`config.mk`:
```
export PLATFORM = sky130hd
export DESIGN_NAME = cache_arbiter
export DESIGN_NICKNAME = d
export VERILOG_FILES = /design/src/rtl/cache_arbiter.sv
export SDC_FILE = /design/constraint.sdc
export NUM_CORES = 1
export LEC_CHECK = 0
export CAP_MARGIN = 20
export CORE_MARGIN = 5
export CORE_UTILIZATION = 35
export DETAILED_ROUTE_END_ITERATION = 8
export MAX_ROUTING_LAYER = met4
export PLACE_DENSITY = 0.76
export SLEW_MARGIN = 20
export SYNTH_ARGS = -nofsm -noshare
export SYNTH_HDL_FRONTEND = slang
export SYNTH_SLANG_ARGS = --single-unit
```
`constraint.sdc`:
```
create_clock -name clk -period 3.12 [get_ports clk]
set_input_delay 0.624 -clock clk [delete_from_list [all_inputs] [get_ports clk]]
set_output_delay 0.624 -clock clk [all_outputs]
set_load 0.02 [all_outputs]
```
`src/rtl/cache_arbiter.sv`:
```
// rtl/cache_arbiter.sv - two-requester cache arbiter with round-robin grant and response timeout
module cache_arbiter #(
  parameter int d_width = 8,
  parameter int a_width = 8,
  parameter int timeout = 31
) (
  input  logic               clk,
  input  logic               clr,
  input  logic               req0,
  input  logic               req1,
  input  logic               rw0,
  input  logic               rw1,
  input  logic [a_width-1:0] addr0,
  input  logic [a_width-1:0] addr1,
  input  logic [d_width-1:0] wdata0,
  input  logic [d_width-1:0] wdata1,
  output logic               gnt0,
  output logic               gnt1,
  output logic               done0,
  output logic               done1,
  output logic [d_width-1:0] rdata,
  output logic               err,
  output logic [a_width-1:0] c_addr,
  output logic [d_width-1:0] c_wdata,
  output logic               c_rw,
  output logic               c_ce,
  input  logic [d_width-1:0] c_rdata,
  input  logic               c_odv
);

  localparam int c_width = $clog2(timeout + 1);
  localparam logic [c_width-1:0] count_max = c_width'(timeout);

  typedef enum logic [1:0] {IDLE, ISSUE, WAIT, DONE} state_t;

  state_t             state;
  logic               owner;
  logic               last;
  logic [c_width-1:0] count;
  logic               pick;

  // On contention the requester that did not complete last wins.
  always_comb begin
    pick = req1;
    if (req0 && req1) begin
      pick = ~last;
    end
  end

  always_ff @(posedge clk) begin
    if (!clr) begin
      state   <= IDLE;
      owner   <= 1'b0;
      last    <= 1'b1;
      count   <= '0;
      gnt0    <= 1'b0;
      gnt1    <= 1'b0;
      done0   <= 1'b0;
      done1   <= 1'b0;
      err     <= 1'b0;
      rdata   <= '0;
      c_addr  <= '0;
      c_wdata <= '0;
      c_rw    <= 1'b0;
      c_ce    <= 1'b0;
    end else begin
      gnt0  <= 1'b0;
      gnt1  <= 1'b0;
      done0 <= 1'b0;
      done1 <= 1'b0;
      case (state)
        IDLE: begin
          if (req0 || req1) begin
            owner  <= pick;
            gnt0   <= ~pick;
            gnt1   <= pick;
            c_rw   <= pick ? rw1 : rw0;
            c_addr <= pick ? addr1 : addr0;
            if (pick) begin
              c_wdata <= rw1 ? '0 : wdata1;
            end else begin
              c_wdata <= rw0 ? '0 : wdata0;
            end
            state <= ISSUE;
          end
        end
        ISSUE: begin
          c_ce  <= 1'b1;
          count <= '0;
          state <= WAIT;
        end
        WAIT: begin
          if (c_odv || count == count_max) begin
            c_ce  <= 1'b0;
            err   <= ~c_odv;
            // Writes and timeouts never return data.
            rdata <= (c_odv && c_rw) ? c_rdata : '0;
            done0 <= ~owner;
            done1 <= owner;
            last  <= owner;
            state <= DONE;
          end else begin
            count <= count + 1'b1;
          end
        end
        DONE: begin
          err   <= 1'b0;
          rdata <= '0;
          state <= IDLE;
        end
        default: state <= IDLE;
      endcase
    end
  end

endmodule

```
Yosys cells after proc, flatten, opt, wreduce, memory -nomap -nowiden
Cells that the tools add are included.

Word-level logic and storage cells: 59. Bits in registers: 40. Output and inout port bits: 31. Input bits: 47.

Equal/unequal tests: 7. $add $sub $neg: 1. Mux-type cells: 18. Bitwise gates (word level): 4. Reduce and logical (&&, ||, !) cells: 15.

Operators by type and width (number): $mux W8 (6); $pmux W8 S2 (1); $reduce_and A2 Y1 (6); $pmux W5 S2 (1); $pmux W2 S4 (1); $ne A2 B2 Y1 const B (3); $reduce_and A3 Y1 (2); $add A5 B1 Y5 const B (1); $eq A5 B5 Y1 const B (1); $mux W5 (1); $eq A2 B2 Y1 const B (2); $mux W1 (4); $mux W2 (2); $not A1 Y1 (4); $pmux W1 S2 (2); $reduce_bool A2 Y1 (2); $eq A2 B1 Y1 const B (1); $logic_and A1 B1 Y1 (2); $logic_not A2 Y1 (1); $logic_or A1 B1 Y1 (2).

Depth between registers and ports, before layout
Gate-level depths: netlist of the first run.

Depth in word-level cells: 4. Depth in mapped cells: 8. Depth with buffers taken out: 6.

Worst setup path before layout of the first run
OpenSTA, ideal clock, no wires.

Kind: reg-to-reg. Start: register count[0]. End: register count[3]. Library setup time: 70 ps. Cell stages (with the launch flop): 8. Arrival: 1802 ps. Required time: 3050 ps. Path buffers: 1. Setup slack: 1249 ps. Period minus slack after synthesis: 1871 ps. Path through: dfxtp_1 ha_1 and3_1 ha_1 or3b_1 clkbuf_2 or3_1 a21oi_1.

Longest elaborated chain between the ends: 4. Elaborated cells between the ends (all ways): 7. Those cells by class: add/sub: 1; eq/ne: 2; mux: 2; reduce/logical: 2.

Ends and longest elaborated chain: start: declaration (RTL line 39) `logic [c_width-1:0] count;`; start signal: assignment (RTL line 103) `count <= count + 1'b1;`; parallel branches: the longest is 4 deep, another holds $add A5 B1 Y5.

Parallel ways; which one is timed is not known. The select of a mux whose other input is x is not followed. A chain may end at the register's enable or synchronous reset.

Worst setup path in the final report of the first run
Same ends and word-level chain as after synthesis.

==> metrics, run 1 <==
worst hold stages=2; Starting Density=0.362; wire per inst=13.4 microns; H-tree Lvls=2; sw frac=0.363; P_leak=0.957 nW; Routed WL=4670 microns; largest family of logic cells by synthesized area=compound AO/OA/AOI/OAI gates; Pwr per Cell Area=672 mW/mm^2; Final Hold Vio Count=0; share of cells above drive strength 1=0.0391; min Tclk post-route=2.16 ns; xor/xnor cell area share of the yosys netlist=0; Compound-Gate Fraction of Synth Area=0.258; Synth Warn #=0; # IOs=78; worst path required time=3.34 ns; NetSw=0.638 mW; PortBufs=77; final setup violation count=0; largest net degree at the start of global routing=28; crit start category=flop; CTS tree=done; Seq cells post-synth=40; number of max-cap violations=0; Worst Path Arrival=2.38 ns; VDD IR-drop max=0.000280 V; Post-CTS Setup Inserts=0; clock transition at the registers of the reported paths=0.07 ns; Hold-fix buffers, CTS=0; Final #Nets=333; commonest non-fill, non-tap cell in the layout=clkdlybuf4s50_1; ANT nets after route=0; CTS buffer count=5; via/cell ratio=5.07; DIE AREA=0.00638 sq mm; Flop pwr share=0.385; gpl congestion=0.760; adder-cell area share of the yosys netlist=0.0440; Cells after Synth=207; status=complete, no violations; worst skew pair latency=0.29 ns; Setup crit end kind=flop; Worst slew margin=0.448; Area Overhead vs Synth=53.2%; die width=79.9 microns; number of diodes=0; RSZ-0062 raised after global routing=no; Mapped Nets=260; Cell Area, Synth=0.00171 sq mm; utilization after layout=0.554; DPL Wire Length=3390 microns; Critical Setup Path Class=flop to flop; mux contribution to synthesized area=0; Pint=1.12 mW; clock network power share=0.198; routed vias=1765; initial antenna violation count=0; # clock sinks=40; Synth Area in Simple Gates=0.184; commonest cells after routing, fill and taps aside=77 x clkdlybuf4s50_1, 40 x dfxtp_1, 31 x o21ai_0, 24 x a21oi_1, 24 x nand2_1; Global Route Usage Sum=0.152; TNS Setup=0 ns; r2r worst-path depth=6; Post-Layout Inst Area=0.00262 sq mm; Final Max Slew Viols=0; Non-Filler Instances=348; placed cell count=340; num rows=25; average size of a mapped cell=8.25 sq um; Seq/Total Area, Yosys=0.469; Logic pwr share=0.417; CP Max Fanout=16; vias in the first global route=1653; Worst Skew=0.00705 ns; Least-Margin Pin Slew=0.823 ns; Post-CTS Resized=0; final worst path period share=0.691; Unique masters post-synth=32; drt pass-1 iters=4; DR iter-0 viols=71; first-pass GRT wire length=7520 microns; Die Height=79.9 microns; Root Buffer=clkbuf_8; Post-DP Area=0.00253 sq mm; Remaining DRCs=0; Fmax=0.464 GHz; CTS max path bufs=2; Min-Delay Path Class=flop to flop; GR Overflow Total=0; Core ar.=0.00472 sq mm
## area by class of cell
class	count	area, sq um
Timing Repair Buffer	79	786
Clock buffer	8	90.1
Tap cell	67	83.8
Fill cell	441	2110
Sequential cell	40	801
Multi-Input combinational cell	147	830
Inverter	7	26.3
## power by group through the flow
stage / sequential, mW / clock (mW) / combinational [mW]
2_1_floorplan: 0.787 / 0 / 0.324
3_3_place_gp: 0.683 / 0 / 0.726
6_report: 0.678 / 0.348 / 0.733
4_1_cts: 0.677 / 0.359 / 0.736
3_5_place_dp: 0.687 / 0 / 0.733
5_1_grt: 0.691 / 0.384 / 0.806
## Yosys cell counts
master,count,area [sq um]
nand3_1,12,60.1
o21a_1,1,7.51
o211a_1,1,10.0
inv_1,6,22.5
and3b_1,1,8.76
a31oi_1,17,106
o211ai_1,1,7.51
dfxtp_1,40,801
ha_1,6,75.1
or3_1,2,12.5
a21oi_1,24,120
nor2_1,4,15.0
buf_1,4,15.0
o21ai_0,31,155
a21bo_2,1,10.0
buf_2,1,5.00
nand2b_1,2,12.5
clkbuf_1,7,26.3
a22oi_1,1,7.51
nor3b_1,2,15.0
a21boi_2,1,11.3
nand3b_1,1,7.51
nand4_1,8,50.1
or3b_1,1,8.76
o21ai_1,1,5.00
nand2_1,24,90.1
nor3_1,2,10.0
clkbuf_2,1,5.00
or4bb_1,1,11.3
clkinv_1,1,3.75
or2_2,1,6.26
and3_1,1,6.26
## metrics by stage
step	worst slack (ns)	hold slack, ns	total power [mW]
after floorplan	1.25	0.426	1.11
after global placement	0.827	0.453	1.41
after detailed placement	0.796	0.449	1.42
after CTS	0.972	0.459	1.77
after global routing	0.843	0.489	1.88
final	0.964	0.457	1.76
## state kept, by name, indices dropped and copies added, names as in the netlist
signal and flops:
c_addr 8, c_wdata 8, rdata 8, count 5, state 2, c_ce 1, c_rw 1, done0 1
done1 1, err 1, gnt0 1, gnt1 1, last 1, owner 1
## layer usage
metal	routed length [microns]	track usage	part of all wire
met5	0	-	0
met4	89	0.0659	0.019
met3	267	0.0339	0.057
met2	2310	0.260	0.50
met1	2000	0.171	0.43
## critical path: stages, from the launching register on
cell     delay, ns
dfxtp_1       0.33
ha_1          0.22
and3_1        0.18
ha_1          0.21
or3b_1        0.58
or3_1         0.43
a21oi_1       0.14
## path summary, 6_finish.rpt
check	from	endpoint	slack [ns]
setup / recovery	count[0]	count[3]	0.96
hold / removal	c_ce	c_ce	0.46
setup reg to reg	count[0]	count[3]	0.96
hold reg to reg	c_ce	c_ce	0.46
## cells by family after synthesis
family,Yosys count
AO/OA/AOI/OAI,79
adder cells (fa/ha/maj),6
buffers and inverters,20
flip-flops,40
AND/OR/NAND/NOR,62
Note: power is estimated with default switching activity, not from simulation.
==> run 2, diff against run 1 <==
==> constraint.sdc (replaced) <==
create_clock -name clk -period 1.99 [get_ports clk]
set_input_delay 0.398 -clock clk [delete_from_list [all_inputs] [get_ports clk]]
set_output_delay 0.398 -clock clk [all_outputs]
set_load 0.02 [all_outputs]
==> run 2 against run 1 <==
Register-to-register slack lost 0.86 ns. Core utilization up 1.6 points. Clock-buffer cell count unchanged. Sequential share of layout area is 0.82 points lower. Critical path depth unchanged. Clock skew shrank 0.0032 ns. Sequential power grew 56%. Maximum frequency up 14%. Clock power up 52%. Sequential cell count did not move. Final cell count is 2.3% higher. Critical path type unchanged. Critical endpoint unchanged. Largest power group unchanged.
==> metrics, run 2 (synthesis results as in run 1) <==
DPL Wire Length=3560 microns (+5.1%); largest net degree at the start of global routing=28 (unchanged); CP Max Fanout=5 (-11); Setup crit end kind=flop; gpl congestion=0.887 (+17%); worst path required time=2.20 ns (-1.14 ns); initial antenna violation count=0 (unchanged); commonest non-fill, non-tap cell in the layout=clkdlybuf4s50_1; drt pass-1 iters=4 (unchanged); Routed WL=4740 microns (+1.6%); Flop pwr share=0.375 (-0.010); status=complete, no violations; Final Hold Vio Count=0 (unchanged); Pwr per Cell Area=1050 mW/mm^2 (+56%); final worst path period share=0.947 (+0.256); Final #Nets=341 (+2.4%); RSZ-0062 raised after global routing=no; vias in the first global route=1663 (+0.60%); GR Overflow Total=0 (unchanged); commonest cells after routing, fill and taps aside=77 x clkdlybuf4s50_1, 39 x dfxtp_1, 31 x o21ai_0, 24 x a21oi_1, 24 x nand2_1; Design Power=2.83 mW (+61%); Pint=1.83 mW (+63%); PortBufs=77 (unchanged); CTS max path bufs=2 (unchanged); Final Max Slew Viols=0 (unchanged); DIE AREA=0.00638 sq mm (unchanged); num rows=25 (unchanged); NetSw=0.999 mW (+57%); CTS tree=done; Worst slew margin=0.606 (+0.157); TNS Setup=0 ns (unchanged); P_leak=1.00 nW (+4.8%); Root Buffer=clkbuf_8; clock network power share=0.187 (-0.011); # IOs=78 (unchanged); number of diodes=0 (unchanged); worst skew pair latency=0.28 ns (about the same); # fillers=412 (-6.6%); utilization after layout=0.570 (+0.0162); min Tclk post-route=1.88 ns (-0.271 ns); VDD IR-drop max=0.000495 V (+77%); Min-Delay Path Class=flop to flop; Worst Path Arrival=2.09 ns (-0.29 ns); Starting Density=0.362 (unchanged); worst hold stages=1 (-1); via/cell ratio=4.88 (-3.7%); clock transition at the registers of the reported paths=0.07 ns (about the same); Post-DP Area=0.00260 sq mm (+2.9%); Die Height=79.9 microns (unchanged); Critical Setup Path Class=flop to flop; die width=79.9 microns (unchanged); share of cells above drive strength 1=0.0727 (+0.0335); Global Route Usage Sum=0.161 (+0.00904); Worst Skew=0.00381 ns (-0.00324 ns); final setup slack of the worst path=0.106 ns (-0.859 ns); crit start category=flop; wire per inst=13.3 microns (-0.65%); r2r worst-path depth=6 (unchanged); H-tree Lvls=2 (unchanged); dpl ws=0.0920 ns (-0.704 ns); Remaining DRCs=0 (unchanged); ANT nets after route=0 (unchanged); Area Overhead vs Synth=57.7%; routed vias=1738 (-1.5%); Least-Margin Pin Slew=0.588 ns (-0.235 ns); CTS buffer count=5 (unchanged); first-pass GRT wire length=7940 microns (+5.5%); biggest regs=c_addr x8, c_wdata x8, rdata x8; number of max-cap violations=0 (unchanged); Logic pwr share=0.438 (+0.021); Hold-fix buffers, CTS=0 (unchanged); Post-Layout Inst Area=0.00269 sq mm (+2.9%); DR iter-0 viols=90 (+27%); Fmax=0.531 GHz (+14%); # clock sinks=40 (unchanged); Core ar.=0.00472 sq mm (unchanged); sw frac=0.353 (-0.00966); final setup violation count=0 (unchanged)
==> run 2: cell count changes in the layout (fill, tap and decap cells not counted), sizes merged <==
cell,previous run,this run
buf,2,10
==> run 2: power groups by stage <==
stage          combinational (mW)  sequential (mW)  clock [mW]
2_1_floorplan               0.508             1.23           0
3_3_place_gp                 1.23             1.07           0
3_5_place_dp                 1.24             1.08           0
4_1_cts                      1.24             1.06       0.550
5_1_grt                      1.36             1.09       0.600
6_report                     1.24             1.06       0.529
==> run 2: final timing paths <==
kind | startpoint | end | slack (ns)
min reg2reg | owner | done0 | 0.45
max | count[0] | count[3] | 0.11
min | owner | done0 | 0.45
max reg2reg | count[0] | count[3] | 0.11
==> run 2: layout make-up <==
| cell class | count | area [sq um] | share of cell area |
|---|---|---|---|
| Inverter | 7 | 26.3 | 0.00976 |
| Tap cell | 67 | 83.8 | 0.0311 |
| Sequential cell | 40 | 802 | 0.298 |
| Multi-Input combinational cell | 147 | 832 | 0.309 |
| Clock buffer | 8 | 90.1 | 0.0335 |
| Timing Repair Buffer | 87 | 858 | 0.319 |
==> run 2: worst max-delay path, cell delays in order, from the launching register on <==
cell and delay [ns]:
dfxtp_2 0.33, ha_1 0.20, and3_1 0.19, ha_1 0.21, or3b_4 0.40, or3_1 0.35
a21oi_1 0.14
==> run 2: what timing repair did <==
action,in CTS,in global routing
setup buffers,0,0
setup endpoints to repair,0,2
gates resized for setup,0,2
==> run 2: per-stage QoR <==
step / cells / hold slack [ns]
2_1_floorplan: 207 / 0.426
3_3_place_gp: 348 / 0.446
3_5_place_dp: 348 / 0.443
4_1_cts: 356 / 0.455
5_1_grt: 356 / 0.488
6_report: 356 / 0.451
==> run 2: metal layers <==
layer	vias up	GRT usage	share of wire
met2	44	0.245	0.47
met4	0	0.0574	0.024
li1	910	-	-
met3	8	0.0418	0.045
met1	776	0.207	0.46
met5	-	-	0
